`config.mk`:
```
export PLATFORM = sky130hd
export DESIGN_NAME = core_sequencer_flat
export DESIGN_NICKNAME = d
export VERILOG_FILES = /design/src/rtl/core_sequencer_if.sv /design/src/rtl/core_sequencer.sv /design/src/flat_wrapper.sv
export SDC_FILE = /design/constraint.sdc
export NUM_CORES = 1
export LEC_CHECK = 0
export ABC_AREA = 1
export BUFFER_PORTS_ARGS = -buffer_cell sky130_fd_sc_hd__buf_2
export CORE_MARGIN = 2
export CORE_UTILIZATION = 52
export DETAILED_ROUTE_END_ITERATION = 7
export PLACE_DENSITY = 0.89
export SLEW_MARGIN = 20
export SYNTH_ARGS = -nofsm -noshare
export SYNTH_HDL_FRONTEND = slang
export SYNTH_SLANG_ARGS = --single-unit
```
`constraint.sdc`:
```
create_clock -name clk -period 2.6 [get_ports clk]
set_input_delay 0.78 -clock clk [delete_from_list [all_inputs] [get_ports clk]]
set_output_delay 0.78 -clock clk [all_outputs]
set_load 0.02 [all_outputs]
```
`src/rtl/core_sequencer_if.sv`:
```
// Core-to-sequencer signal bundle: memory req/ack handshakes, control-unit qualifiers and
// the sequencer's strobes/status. The sequencer uses the master modport.
interface core_sequencer_if #(
   parameter int CNT_W = 32
);
   logic             imem_req;
   logic             imem_ack;
   logic             dmem_req;
   logic             dmem_ack;
   logic             dmem_we;
   logic             Load;
   logic             Store;
   logic             reg_write;
   logic             illegal;
   logic             instr_valid;
   logic             pc_en;
   logic             rf_we;
   logic             halted;
   logic             bus_err;
   logic [2:0]       state;
   logic [CNT_W-1:0] instret;

   modport master (
      input  imem_ack, dmem_ack, Load, Store, reg_write, illegal,
      output imem_req, dmem_req, dmem_we, instr_valid, pc_en, rf_we,
             halted, bus_err, state, instret
   );

   modport slave (
      output imem_ack, dmem_ack, Load, Store, reg_write, illegal,
      input  imem_req, dmem_req, dmem_we, instr_valid, pc_en, rf_we,
             halted, bus_err, state, instret
   );
endinterface

```
`src/rtl/core_sequencer.sv`:
```
// Multi-cycle RV32I sequencer: fetch/exec/mem/writeback stepping with req/ack memory
// handshakes, bus-timeout and illegal-instruction halt, and a retired-instruction counter.
//
//   state | meaning
//   ------+---------------------------------------------------------------
//   IDLE  | one cycle after reset release
//   FETCH | imem_req held until imem_ack or timeout
//   EXEC  | decode strobe; commit ALU ops, branch to MEM or HALT
//   MEM   | dmem_req held until dmem_ack or timeout; stores commit here
//   WB    | load writeback and commit
//   HALT  | stopped until reset; bus_err tells timeout from illegal
module core_sequencer #(
   parameter int TIMEOUT = 16,
   parameter int CNT_W   = 32
) (
   input logic               clk,
   input logic               rst,
   core_sequencer_if.master  bus
);
   localparam logic [2:0] S_IDLE  = 3'd0;
   localparam logic [2:0] S_FETCH = 3'd1;
   localparam logic [2:0] S_EXEC  = 3'd2;
   localparam logic [2:0] S_MEM   = 3'd3;
   localparam logic [2:0] S_WB    = 3'd4;
   localparam logic [2:0] S_HALT  = 3'd5;

   localparam int              TMR_W    = (TIMEOUT > 2) ? $clog2(TIMEOUT) : 1;
   localparam logic [TMR_W-1:0] TMR_LOAD = TMR_W'(TIMEOUT - 1);

   logic [2:0]       state_q, state_d;
   logic [TMR_W-1:0] timer_q, timer_d;
   logic             bus_err_q, bus_err_d;
   logic [CNT_W-1:0] instret_q;
   logic             commit;
   logic             tmr_tc;

   // Wait timer counts down from TIMEOUT-1; reaching zero with no ack is the timeout.
   assign tmr_tc = (timer_q == '0);

   always_comb begin
      state_d   = state_q;
      timer_d   = TMR_LOAD;
      bus_err_d = bus_err_q;
      commit    = 1'b0;
      case (state_q)
         S_IDLE:  state_d = S_FETCH;
         S_FETCH: begin
            if (bus.imem_ack) begin
               state_d = S_EXEC;
            end else if (tmr_tc) begin
               state_d   = S_HALT;
               bus_err_d = 1'b1;
            end else begin
               timer_d = timer_q - TMR_W'(1);
            end
         end
         S_EXEC: begin
            if (bus.illegal) begin
               state_d = S_HALT;
            end else if (bus.Load || bus.Store) begin
               state_d = S_MEM;
            end else begin
               commit  = 1'b1;
               state_d = S_FETCH;
            end
         end
         S_MEM: begin
            // Load and Store together behaves as a store.
            if (bus.dmem_ack) begin
               if (bus.Store) begin
                  commit  = 1'b1;
                  state_d = S_FETCH;
               end else begin
                  state_d = S_WB;
               end
            end else if (tmr_tc) begin
               state_d   = S_HALT;
               bus_err_d = 1'b1;
            end else begin
               timer_d = timer_q - TMR_W'(1);
            end
         end
         S_WB: begin
            commit  = 1'b1;
            state_d = S_FETCH;
         end
         S_HALT:  state_d = S_HALT;
         default: state_d = S_IDLE;
      endcase
   end

   always_ff @(posedge clk or negedge rst) begin
      if (!rst) begin
         state_q   <= S_IDLE;
         timer_q   <= '0;
         bus_err_q <= 1'b0;
         instret_q <= '0;
      end else begin
         state_q   <= state_d;
         timer_q   <= timer_d;
         bus_err_q <= bus_err_d;
         if (commit) begin
            instret_q <= instret_q + CNT_W'(1);
         end
      end
   end

   assign bus.imem_req    = (state_q == S_FETCH);
   assign bus.dmem_req    = (state_q == S_MEM);
   assign bus.dmem_we     = (state_q == S_MEM) && bus.Store;
   assign bus.instr_valid = (state_q == S_EXEC);
   assign bus.pc_en       = commit;
   assign bus.rf_we       = commit && ((state_q == S_WB) || ((state_q == S_EXEC) && bus.reg_write));
   assign bus.halted      = (state_q == S_HALT);
   assign bus.bus_err     = bus_err_q;
   assign bus.state       = state_q;
   assign bus.instret     = instret_q;
endmodule

```
`src/flat_wrapper.sv`:
```
// flat-port wrapper written by rule: the top's interface ports become plain ports
module core_sequencer_flat 
#(
   parameter int TIMEOUT = 16,
   parameter int CNT_W   = 32
)
  (clk, rst, bus_imem_ack, bus_dmem_ack, bus_Load, bus_Store, bus_reg_write, bus_illegal, bus_imem_req, bus_dmem_req, bus_dmem_we, bus_instr_valid, bus_pc_en, bus_rf_we, bus_halted, bus_bus_err, bus_state, bus_instret);
  core_sequencer_if #(.CNT_W(CNT_W)) bus_i ();
  input logic clk;
  input logic rst;
  input wire logic [$bits(bus_i.imem_ack)-1:0] bus_imem_ack;
  input wire logic [$bits(bus_i.dmem_ack)-1:0] bus_dmem_ack;
  input wire logic [$bits(bus_i.Load)-1:0] bus_Load;
  input wire logic [$bits(bus_i.Store)-1:0] bus_Store;
  input wire logic [$bits(bus_i.reg_write)-1:0] bus_reg_write;
  input wire logic [$bits(bus_i.illegal)-1:0] bus_illegal;
  output wire logic [$bits(bus_i.imem_req)-1:0] bus_imem_req;
  output wire logic [$bits(bus_i.dmem_req)-1:0] bus_dmem_req;
  output wire logic [$bits(bus_i.dmem_we)-1:0] bus_dmem_we;
  output wire logic [$bits(bus_i.instr_valid)-1:0] bus_instr_valid;
  output wire logic [$bits(bus_i.pc_en)-1:0] bus_pc_en;
  output wire logic [$bits(bus_i.rf_we)-1:0] bus_rf_we;
  output wire logic [$bits(bus_i.halted)-1:0] bus_halted;
  output wire logic [$bits(bus_i.bus_err)-1:0] bus_bus_err;
  output wire logic [$bits(bus_i.state)-1:0] bus_state;
  output wire logic [$bits(bus_i.instret)-1:0] bus_instret;
  assign bus_i.imem_ack = bus_imem_ack;
  assign bus_i.dmem_ack = bus_dmem_ack;
  assign bus_i.Load = bus_Load;
  assign bus_i.Store = bus_Store;
  assign bus_i.reg_write = bus_reg_write;
  assign bus_i.illegal = bus_illegal;
  assign bus_imem_req = bus_i.imem_req;
  assign bus_dmem_req = bus_i.dmem_req;
  assign bus_dmem_we = bus_i.dmem_we;
  assign bus_instr_valid = bus_i.instr_valid;
  assign bus_pc_en = bus_i.pc_en;
  assign bus_rf_we = bus_i.rf_we;
  assign bus_halted = bus_i.halted;
  assign bus_bus_err = bus_i.bus_err;
  assign bus_state = bus_i.state;
  assign bus_instret = bus_i.instret;
  core_sequencer #(.TIMEOUT(TIMEOUT), .CNT_W(CNT_W)) u_core (.clk(clk), .rst(rst), .bus(bus_i));
endmodule
```
==> metrics.txt, run 1 <==
run status complete, no violations; register area share after synthesis roughly two fifths; Hold Vio Cnt, Final 0; per-cell routed wire length roughly 12 um; clock slew at reported path FFs 0.08 ns; Skew-Pair Late Insertion Delay about 0.30 ns; share of the synthesized area in the top cell type between 40% and 50%; grt ovf 0; relative slew slack 40.5%; min-delay worst type reg2reg; register area approximately 1000 um^2; initial core utilization roughly 55%; DP Worst Slack between 0.1 and 0.15 ns; Worst Tran Pin Value 0.892 ns; synthesis warning total 0; final setup TNS 0 ns; Detailed Routing Iterations Pass 1 4; Critical R2R Launch u_core.bus.instret[0]$_DFFE_PN0P_; design area roughly 2800 um^2; via/cell ratio 5.09; critical path fanouts, max 10; Root Driver clkbuf_8; die area about 5200 um^2; synth unique cells 24; max-slew violation count 0; Hold Path Cell Cnt 1; I/O pin total 51; final core occ between 60% and 70%; Yosys reg bits 40; row count 24; WP data required 1.82 ns; CTS sink count 40; worst hold slack between 0.4 and 0.5 ns; Async S/R FF share, synth between 90% and 100%; top cell type by total area after synthesis dfrtp_1; first-pass GRT wire length between 9000 and 10000 um; crit path launch type input port; Max Cap Viol 0; First DRT Iteration DRCs 160; port bufs 50; post-detail-place hpwl roughly 4000 um; crit path DAT ~1.7 ns; H-tree Lvls 2; cts repair resizes 0; number of buffers created by CTS 5; CTS tree built; Worst Skew roughly 0.011 ns; hold_buf cts 0; Final period util 95.8%; Max VDD drop ~0.00057 V; most instantiated cells after synthesis 134 x nand2_1, 46 x nor2_1, 40 x dfrtp_1, 37 x inv_1, 25 x nand3_1; vias in the first global route 2155; WL final ~5400 um; RSZ-0062 raised after global routing false; P&R area growth vs syn 15.5%; fillers between 400 and 500; fin nets 405; CP Cell Sequence buf_2 -> inv_1 -> nand2_1 -> nor2_1 -> nand2_2 -> nand3_4 -> inv_2 -> a21oi_1 -> buf_2; share of cells above drive strength 1 approximately 17%; CP Launch Point bus_Store; largest net degree at the start of global routing 43; top_reg_cell synth dfrtp_1; Mapped Area 2390 um^2; syn_area_per_cell 7.01 um^2; Ant. Diodes 0; GP Congestion slightly above 0.9; main area contributors after synthesis dfrtp_1 42%, nand2_1 21%, nor2_1 7.2%; CP max stage delay around 0.17 ns; Slowest-stage cell, CP buf_2; chip width 71.8 um; Crit path top cell by count buf_2; Reg2Reg Depth 7; via count 2279; Routed Antenna Nets 0; Post-synth EDFFs 0; CTS Buffer Depth 2; Placeable Area between 4000 and 5000 um^2; Setup Fix Bufs, Post-CTS 0; endpoints failing setup 0; DP Area about 2700 um^2; # DRC 0; min-delay src u_core.timer_q[0]$_DFF_PN0_; fmax about 400 MHz; Crit. End Element primary output; CP Class in2out; Syn Inst Count approximately 340; Syn Nets between 300 and 400; initial antenna violation count 0; Multi-input gate area 1190 um^2; count leader, synth nand2_1; setup ws final between 0.1 and 0.15 ns; GRT Total Usage 22.6%; Tmin final 2.49 ns; die extent in y 71.8 um; cell area power density approximately 670 nW/um^2; Static Leak between 1 and 1.5 nW
final cells by class:
class | count | share of cell area [%]
Clock buffer | 7 | 3.13
Clock inverter | 1 | 0.272
Inverter | 40 | 5.44
Multi-Input combinational cell | 257 | 43.2
Sequential cell | 40 | 36.2
Tap cell | 52 | 2.36
Timing Repair Buffer | 51 | 9.33
report_power, final:
| group | leakage, nW | internal [mW] | total [mW] | switching (mW) |
|---|---|---|---|---|
| combinational | 0.827 | 0.191 | 0.624 | 0.433 |
| sequential | 0.523 | 0.699 | 0.792 | 0.0924 |
| clock | 0.0445 | 0.216 | 0.432 | 0.217 |
logic make-up (layout without fill, tap and decap cells):
family	after synthesis	count (layout)	share of synthesized area (%)
AND/OR/NAND/NOR	229	229	40.4
buffers and inverters	44	99	8.17
XOR/XNOR	18	18	6.60
flip-flops	40	40	41.9
adder cells (fa/ha/maj)	2	2	1.05
AO/OA/AOI/OAI	8	8	1.94
state kept, by name, indices dropped and copies added (netlist names):
name                flops
u_core.bus.instret     32
u_core.timer_q          4
u_core.bus.bus_err      1
u_core.bus.state        3
cell usage in the layout (no fill, tap or decap), types with 2 or more instances in the layout:
cell,instances
nor3_1,5
inv_2,3
ha_1,2
nand2_1,134
a21oi_1,3
nand3b_1,4
buf_2,50
nand3_1,25
xor2_1,7
inv_1,37
nor2_1,46
nor2_2,3
o21ai_0,3
xnor2_1,11
clkbuf_8,6
nand4_1,8
dfrtp_1,40
final timing paths:
kind	end	slack [ns]
setup / recovery	bus_rf_we	0.11
hold / removal	u_core.timer_q[0]$_DFF_PN0_	0.47
setup reg to reg	u_core.bus.instret[18]$_DFFE_PN0P_	0.82
hold reg to reg	u_core.timer_q[0]$_DFF_PN0_	0.47
max in group asynchronous	u_core.bus.instret[2]$_DFFE_PN0P_	1.43
min in group asynchronous	u_core.bus.instret[20]$_DFFE_PN0P_	0.60
metrics by stage:
| stage | total power, mW | cells |
|---|---|---|
| floorplan | 1.26 | 341 |
| global placement | 1.41 | 440 |
| detailed placement | 1.42 | 440 |
| CTS | 1.86 | 448 |
| global route | 1.95 | 448 |
| finish | 1.85 | 448 |
critical path, delay by kind of cell:
kind                   cells  cell delay (ns)
buffers and inverters      4             0.46
AND/OR/NAND/NOR            4             0.35
AO/OA/AOI/OAI              1             0.12
layer usage:
metal | track usage [%] | part of all wire (%) | vias up
li1 | - | - | 1165
met1 | 28.5 | 45 | 1057
met2 | 39.0 | 49 | 50
met3 | 4.22 | 4.2 | 7
met4 | 7.55 | 1.4 | 0
met5 | 0 | 0 | -
Note: power is estimated with default switching activity, not from simulation.
==> run 2, diff against run 1 <==
--- a/config.mk
+++ b/config.mk
@@ -11,6 +11,8 @@
 export CORE_UTILIZATION = 52
 export DETAILED_ROUTE_END_ITERATION = 7
 export PLACE_DENSITY = 0.89
+export REMOVE_ABC_BUFFERS = 1
+export SETUP_SLACK_MARGIN = 0.5
 export SLEW_MARGIN = 20
 export SYNTH_ARGS = -nofsm -noshare
 export SYNTH_HDL_FRONTEND = slang
==> run 2 against run 1 <==
Net effect: sequential power hardly changed; worst setup slack better by 0.23 ns; total power is 10% higher; critical endpoint unchanged; largest power group unchanged.
==> metrics.txt, run 2 (synthesis results as in run 1) <==
First DRT Iteration DRCs 202 (+26%); max-slew violation count 0 (unchanged); crit path DAT 1.48 ns (-0.23 ns); total power 2.04 mW (+10%); Clock Power Share 24.7% (+1.3 points); largest net degree at the start of global routing 26 (-40%); Skew-Pair Late Insertion Delay 0.30 ns (about the same); first-pass GRT wire length 9620 um (+2.8%); Worst Tran Pin Value 0.383 ns (-0.509 ns); Tmin final 2.26 ns (-0.231 ns); vias in the first global route 2253 (+4.5%); P&R area growth vs syn 21.9%; Seq pwr share 38.8% (-4.0 points); per-cell routed wire length 12.9 um (+6.2%); post-detail-place hpwl 4280 um (+7.6%); DP Area 2700 um^2 (+1.1%); crit path launch type input port; via/cell ratio 5.15 (+1.3%); Static Leak 1.46 nW (+4.9%); Placeable Area 4380 um^2 (unchanged); CP Class in2out; initial antenna violation count 0 (unchanged); NetSw 803 uW (+8.1%); run status complete, no violations; endpoints failing setup 0 (unchanged); I/O pin total 51 (unchanged); fin nets 415 (+2.5%); fillers 364 (-9.9%); number of buffers created by CTS 5 (unchanged); commonest non-fill, non-tap cells in the layout 131 x nand2_1, 45 x nor2_1, 45 x buf_2, 38 x dfrtp_1, 35 x inv_1; Hold Vio Cnt, Final 0 (unchanged); Routed Antenna Nets 0 (unchanged); commonest non-fill, non-tap cell in the layout nand2_1; port bufs 50 (unchanged); row count 24 (unchanged); # DRC 0 (unchanged); share of cells above drive strength 1 21.7% (+4.5 points); Max Cap Viol 0 (unchanged); max FFs per register 32 (unchanged); die area 5150 um^2 (unchanged); Worst Skew 0.00529 ns (-0.00594 ns); Final period util 86.9% (-8.9 points); WL final 5890 um (+8.6%); CTS sink count 40 (unchanged); Root Driver clkbuf_8; critical path fanouts, max 2 (-8); sw frac 39.3% (-0.85 points); Crit. End Element primary output; die extent in y 71.8 um (unchanged); Detailed Routing Iterations Pass 1 4 (unchanged); Int Pwr 1.24 mW (+12%); CTS Buffer Depth 2 (unchanged); min-delay worst type in2async; GRT Total Usage 23.5% (+0.96 points); clock slew at reported path FFs 0.08 ns (about the same); chip width 71.8 um (unchanged); Reg2Reg Depth 7 (unchanged); design area 2910 um^2 (+5.5%); GP Congestion 0.933 (+1.3%); hold_buf cts 0 (unchanged); Logic pwr share 36.5% (+2.7 points); relative slew slack 74.3% (+34 points); H-tree Lvls 2 (unchanged); Ant. Diodes 0 (unchanged); WP data required 1.82 ns (about the same); fmax 442 MHz (+10%); grt ovf 0 (unchanged); cell area power density 701 nW/um^2 (+4.8%); Max VDD drop 0.000604 V (+6.0%); via count 2359 (+3.5%); RSZ-0062 raised after global routing true; CTS tree built; initial core utilization 54.5% (unchanged)
## run 2: cell count changes in the layout (fill, tap and decap cells not counted), moves of 3 or more
cell     delta
buf_2       -5
buf_4      +12
buf_6       +3
nand2_1     -3
## run 2: critical path, cell delays in order
cell     delay [ns]
buf_6          0.10
inv_4          0.05
nand2_4        0.05
nor2_4         0.07
nand2_2        0.07
nand3_4        0.07
inv_2          0.05
a21oi_2        0.09
buf_4          0.14
## run 2: metal layers
metal  track usage, %  vias up  routed length [um]
met5                0        -                   0
met4             8.81        0                 119
met3             5.06       16                 254
met2             39.8       57                2960
met1             29.7     1104                2560
li1                 -     1182                   -
## run 2: cell type report
class	count	area [um^2]	share of cell area [%]
multi-input combinational	257	1230	42.1
clock inverter	2	35.0	1.20
inverter	40	153	5.24
timing repair buffer	61	357	12.2
tap	52	65.1	2.23
sequential	40	1000	34.5
clock buffer	6	72.6	2.49
## run 2: power groups by stage
stage	Clock (mW)	Combinational [mW]	Sequential [mW]
floorplan	0	0.355	0.860
global placement	0	0.631	0.796
detailed placement	0	0.653	0.798
CTS	0.510	0.708	0.786
global route	0.536	0.810	0.804
finish	0.504	0.746	0.793
## run 2: final timing paths
path / startpoint / end / slack (ns)
setup / recovery: bus_Store / bus_rf_we / 0.34
hold / removal: rst / u_core.bus.instret[15]$_DFFE_PN0P_ / 0.31
setup reg to reg: u_core.bus.instret[0]$_DFFE_PN0P_ / u_core.bus.instret[18]$_DFFE_PN0P_ / 0.87
hold reg to reg: u_core.timer_q[0]$_DFF_PN0_ / u_core.timer_q[0]$_DFF_PN0_ / 0.49
max in group asynchronous: rst / u_core.bus.state[0]$_DFF_PN0_ / 1.81
min in group clk: u_core.timer_q[0]$_DFF_PN0_ / u_core.timer_q[0]$_DFF_PN0_ / 0.49
## run 2: timing repair
action,4_1_cts,5_1_grt
resized for setup,16,4
pin swaps,2,2
setup buffers,5,1
endpoints found under the setup margin,2,4
## run 2: per-stage QoR
stage,utilization (%),hold slack (ns),TNS (ns),instances,setup slack [ns]
detailed placement,61.5,0.465,0,444,0.165
global route,66.4,0.311,0,458,0.275
floorplan,-,0.434,-0.0716,337,-0.0716
CTS,66.0,0.308,0,457,0.324
global placement,61.5,0.452,0,444,0.227
finish,66.4,0.305,0,458,0.340
==> run 3, diff against run 2 <==
--- a/config.mk
+++ b/config.mk
@@ -10,7 +10,7 @@
 export CORE_MARGIN = 2
 export CORE_UTILIZATION = 52
 export DETAILED_ROUTE_END_ITERATION = 7
-export PLACE_DENSITY = 0.89
+export PLACE_DENSITY_LB_ADDON = 0.25
 export REMOVE_ABC_BUFFERS = 1
 export SETUP_SLACK_MARGIN = 0.5
 export SLEW_MARGIN = 20
==> run 3 against run 2 <==
Net effect: global-route usage grew 0.94 points; via count decreased by 2.7%; clock power shrank 9.7%; total power shrank 2.5%.
==> metrics.txt, run 3 (synthesis results as in run 1) <==
Reg2Reg Depth 9 (+2); CP Capture Point bus_rf_we; Final period util 87.5% (+0.56 points); Hold Vio Cnt, Final 0 (unchanged); final setup TNS 0 ns (unchanged); Logic pwr share 37.3% (+0.8 points); Routed Antenna Nets 0 (unchanged); endpoints failing setup 0 (unchanged); relative slew slack 65.7% (-8.7 points); Skew-Pair Late Insertion Delay 0.30 ns (about the same); share of cells above drive strength 1 21.8% (+0.11 points); Ant. Diodes 0 (unchanged); Static Leak 1.45 nW (-0.63%); placed cells 442 (-0.45%); CTS sink count 40 (unchanged); NetSw 796 uW (-0.82%); number of buffers created by CTS 5 (unchanged); hold_buf cts 0 (unchanged); max-slew violation count 0 (unchanged); critical path fanouts, max 2 (unchanged); commonest non-fill, non-tap cells in the layout 131 x nand2_1, 46 x buf_2, 45 x nor2_1, 38 x dfrtp_1, 34 x inv_1; CTS Buffer Depth 2 (unchanged); Max VDD drop 0.000591 V (-2.2%); Worst R2R Setup Slack 0.81 ns (-0.06 ns); cell area power density 685 nW/um^2 (-2.3%); per-cell routed wire length 12.7 um (-1.2%); post-detail-place hpwl 4170 um (-2.6%); via count 2296 (-2.7%); total power 1.99 mW (-2.5%); Max Cap Viol 0 (unchanged); chip width 71.8 um (unchanged); die extent in y 71.8 um (unchanged); worst hold slack 0.485 ns (+0.179 ns); CP Class in2out; design area 2910 um^2 (-0.17%); commonest non-fill, non-tap cell in the layout nand2_1; clock slew at reported path FFs 0.08 ns (about the same); Detailed Routing Iterations Pass 1 6 (+2); GP Congestion 0.885 (-5.2%); initial core utilization 54.5% (unchanged); H-tree Lvls 2 (unchanged); fmax 440 MHz (-0.64%); Worst Skew 0.00914 ns (+0.00385 ns); via/cell ratio 5.04 (-2.2%); WP data required 1.82 ns (about the same); max FFs per register 32 (unchanged); row count 24 (unchanged); final core occ 66.3% (-0.11 points); crit path launch type input port; Root Driver clkbuf_8; # DRC 0 (unchanged); crit path DAT 1.49 ns (about the same); Placeable Area 4380 um^2 (unchanged); largest net degree at the start of global routing 43 (+65%); Clock Power Share 22.8% (-1.9 points); Int Pwr 1.20 mW (-3.6%); Worst Tran Pin Value 0.515 ns (+0.131 ns); I/O pin total 51 (unchanged); First DRT Iteration DRCs 115 (-43%); first-pass GRT wire length 9750 um (+1.4%); DP Area 2680 um^2 (-0.56%); Tmin final 2.27 ns (+0.0146 ns); port bufs 50 (unchanged); initial antenna violation count 0 (unchanged); die area 5150 um^2 (unchanged); Worst R2R End u_core.bus.instret[15]$_DFFE_PN0P_; WL final 5790 um (-1.7%); RSZ-0062 raised after global routing true; grt ovf 0 (unchanged); fin nets 414 (-0.24%); vias in the first global route 2133 (-5.3%); setup ws final 0.325 ns (-0.0146 ns); CP Launch Point bus_Store; DP Worst Slack 0.158 ns (-0.00618 ns); Critical R2R Launch u_core.bus.state[2]$_DFF_PN0_; GRT Total Usage 24.5% (+0.94 points); sw frac 40.0% (+0.68 points); Crit. End Element primary output; CTS tree built; final non-filler cell total 456 (-0.44%); min-delay worst type reg2reg; P&R area growth vs syn 21.7%; Seq pwr share 39.9% (+1.1 points); run status complete, no violations
run 3: cell types whose count changed in the layout (fill, tap and decap cells not counted), sizes merged:
cell    previous run  this run
bufinv             1         0
clkinv             1         0
buf               61        60
clkbuf             6         7
run 3: per-layer routing:
metal | track usage, % | share of wire (%) | wire length (um)
met3 | 4.50 | 4.9 | 283
met2 | 38.9 | 48 | 2800
met5 | 0 | 0 | 0
met1 | 32.6 | 44 | 2560
met4 | 11.3 | 2.6 | 152
run 3: repair_timing:
item                                    CTS  global route
setup buffers                             5             2
endpoints found under the setup margin    2             3
pin swaps                                 2             4
gates resized for setup                  14            10
run 3: final cells by class:
cell class                 count  area [um^2]
fill                         411         1480
inverter                      40          158
timing repair buffer          60          350
clock buffer                   7         96.3
sequential                    40         1000
multi-input combinational    257         1230
tap                           52         65.1
run 3: worst min-delay path by stage:
stage,start,end,cells past startpoint
6_report,u_core.timer_q[0]$_DFF_PN0_,u_core.timer_q[0]$_DFF_PN0_,1
5_1_grt,u_core.timer_q[0]$_DFF_PN0_,u_core.timer_q[0]$_DFF_PN0_,1
4_1_cts,u_core.timer_q[0]$_DFF_PN0_,u_core.timer_q[0]$_DFF_PN0_,1
3_5_place_dp,u_core.timer_q[0]$_DFF_PN0_,u_core.timer_q[0]$_DFF_PN0_,1
3_3_place_gp,u_core.timer_q[0]$_DFF_PN0_,u_core.timer_q[0]$_DFF_PN0_,1
2_1_floorplan,u_core.timer_q[0]$_DFF_PN0_,u_core.timer_q[0]$_DFF_PN0_,1
run 3: critical path, cell delays in order:
cell and delay [ns]:
buf_8 0.10, inv_6 0.05, nand2_4 0.05, nor2_4 0.08, nand2_2 0.06, nand3_4 0.06, inv_2 0.04, a21oi_2 0.10
buf_4 0.15
run 3: power by group through the flow:
stage          Sequential, mW  Combinational, mW  Clock [mW]
2_1_floorplan           0.860              0.355           0
3_3_place_gp            0.795              0.629           0
3_5_place_dp            0.796              0.645           0
4_1_cts                 0.785              0.699       0.457
5_1_grt                 0.808              0.811       0.491
6_report                0.794              0.742       0.455
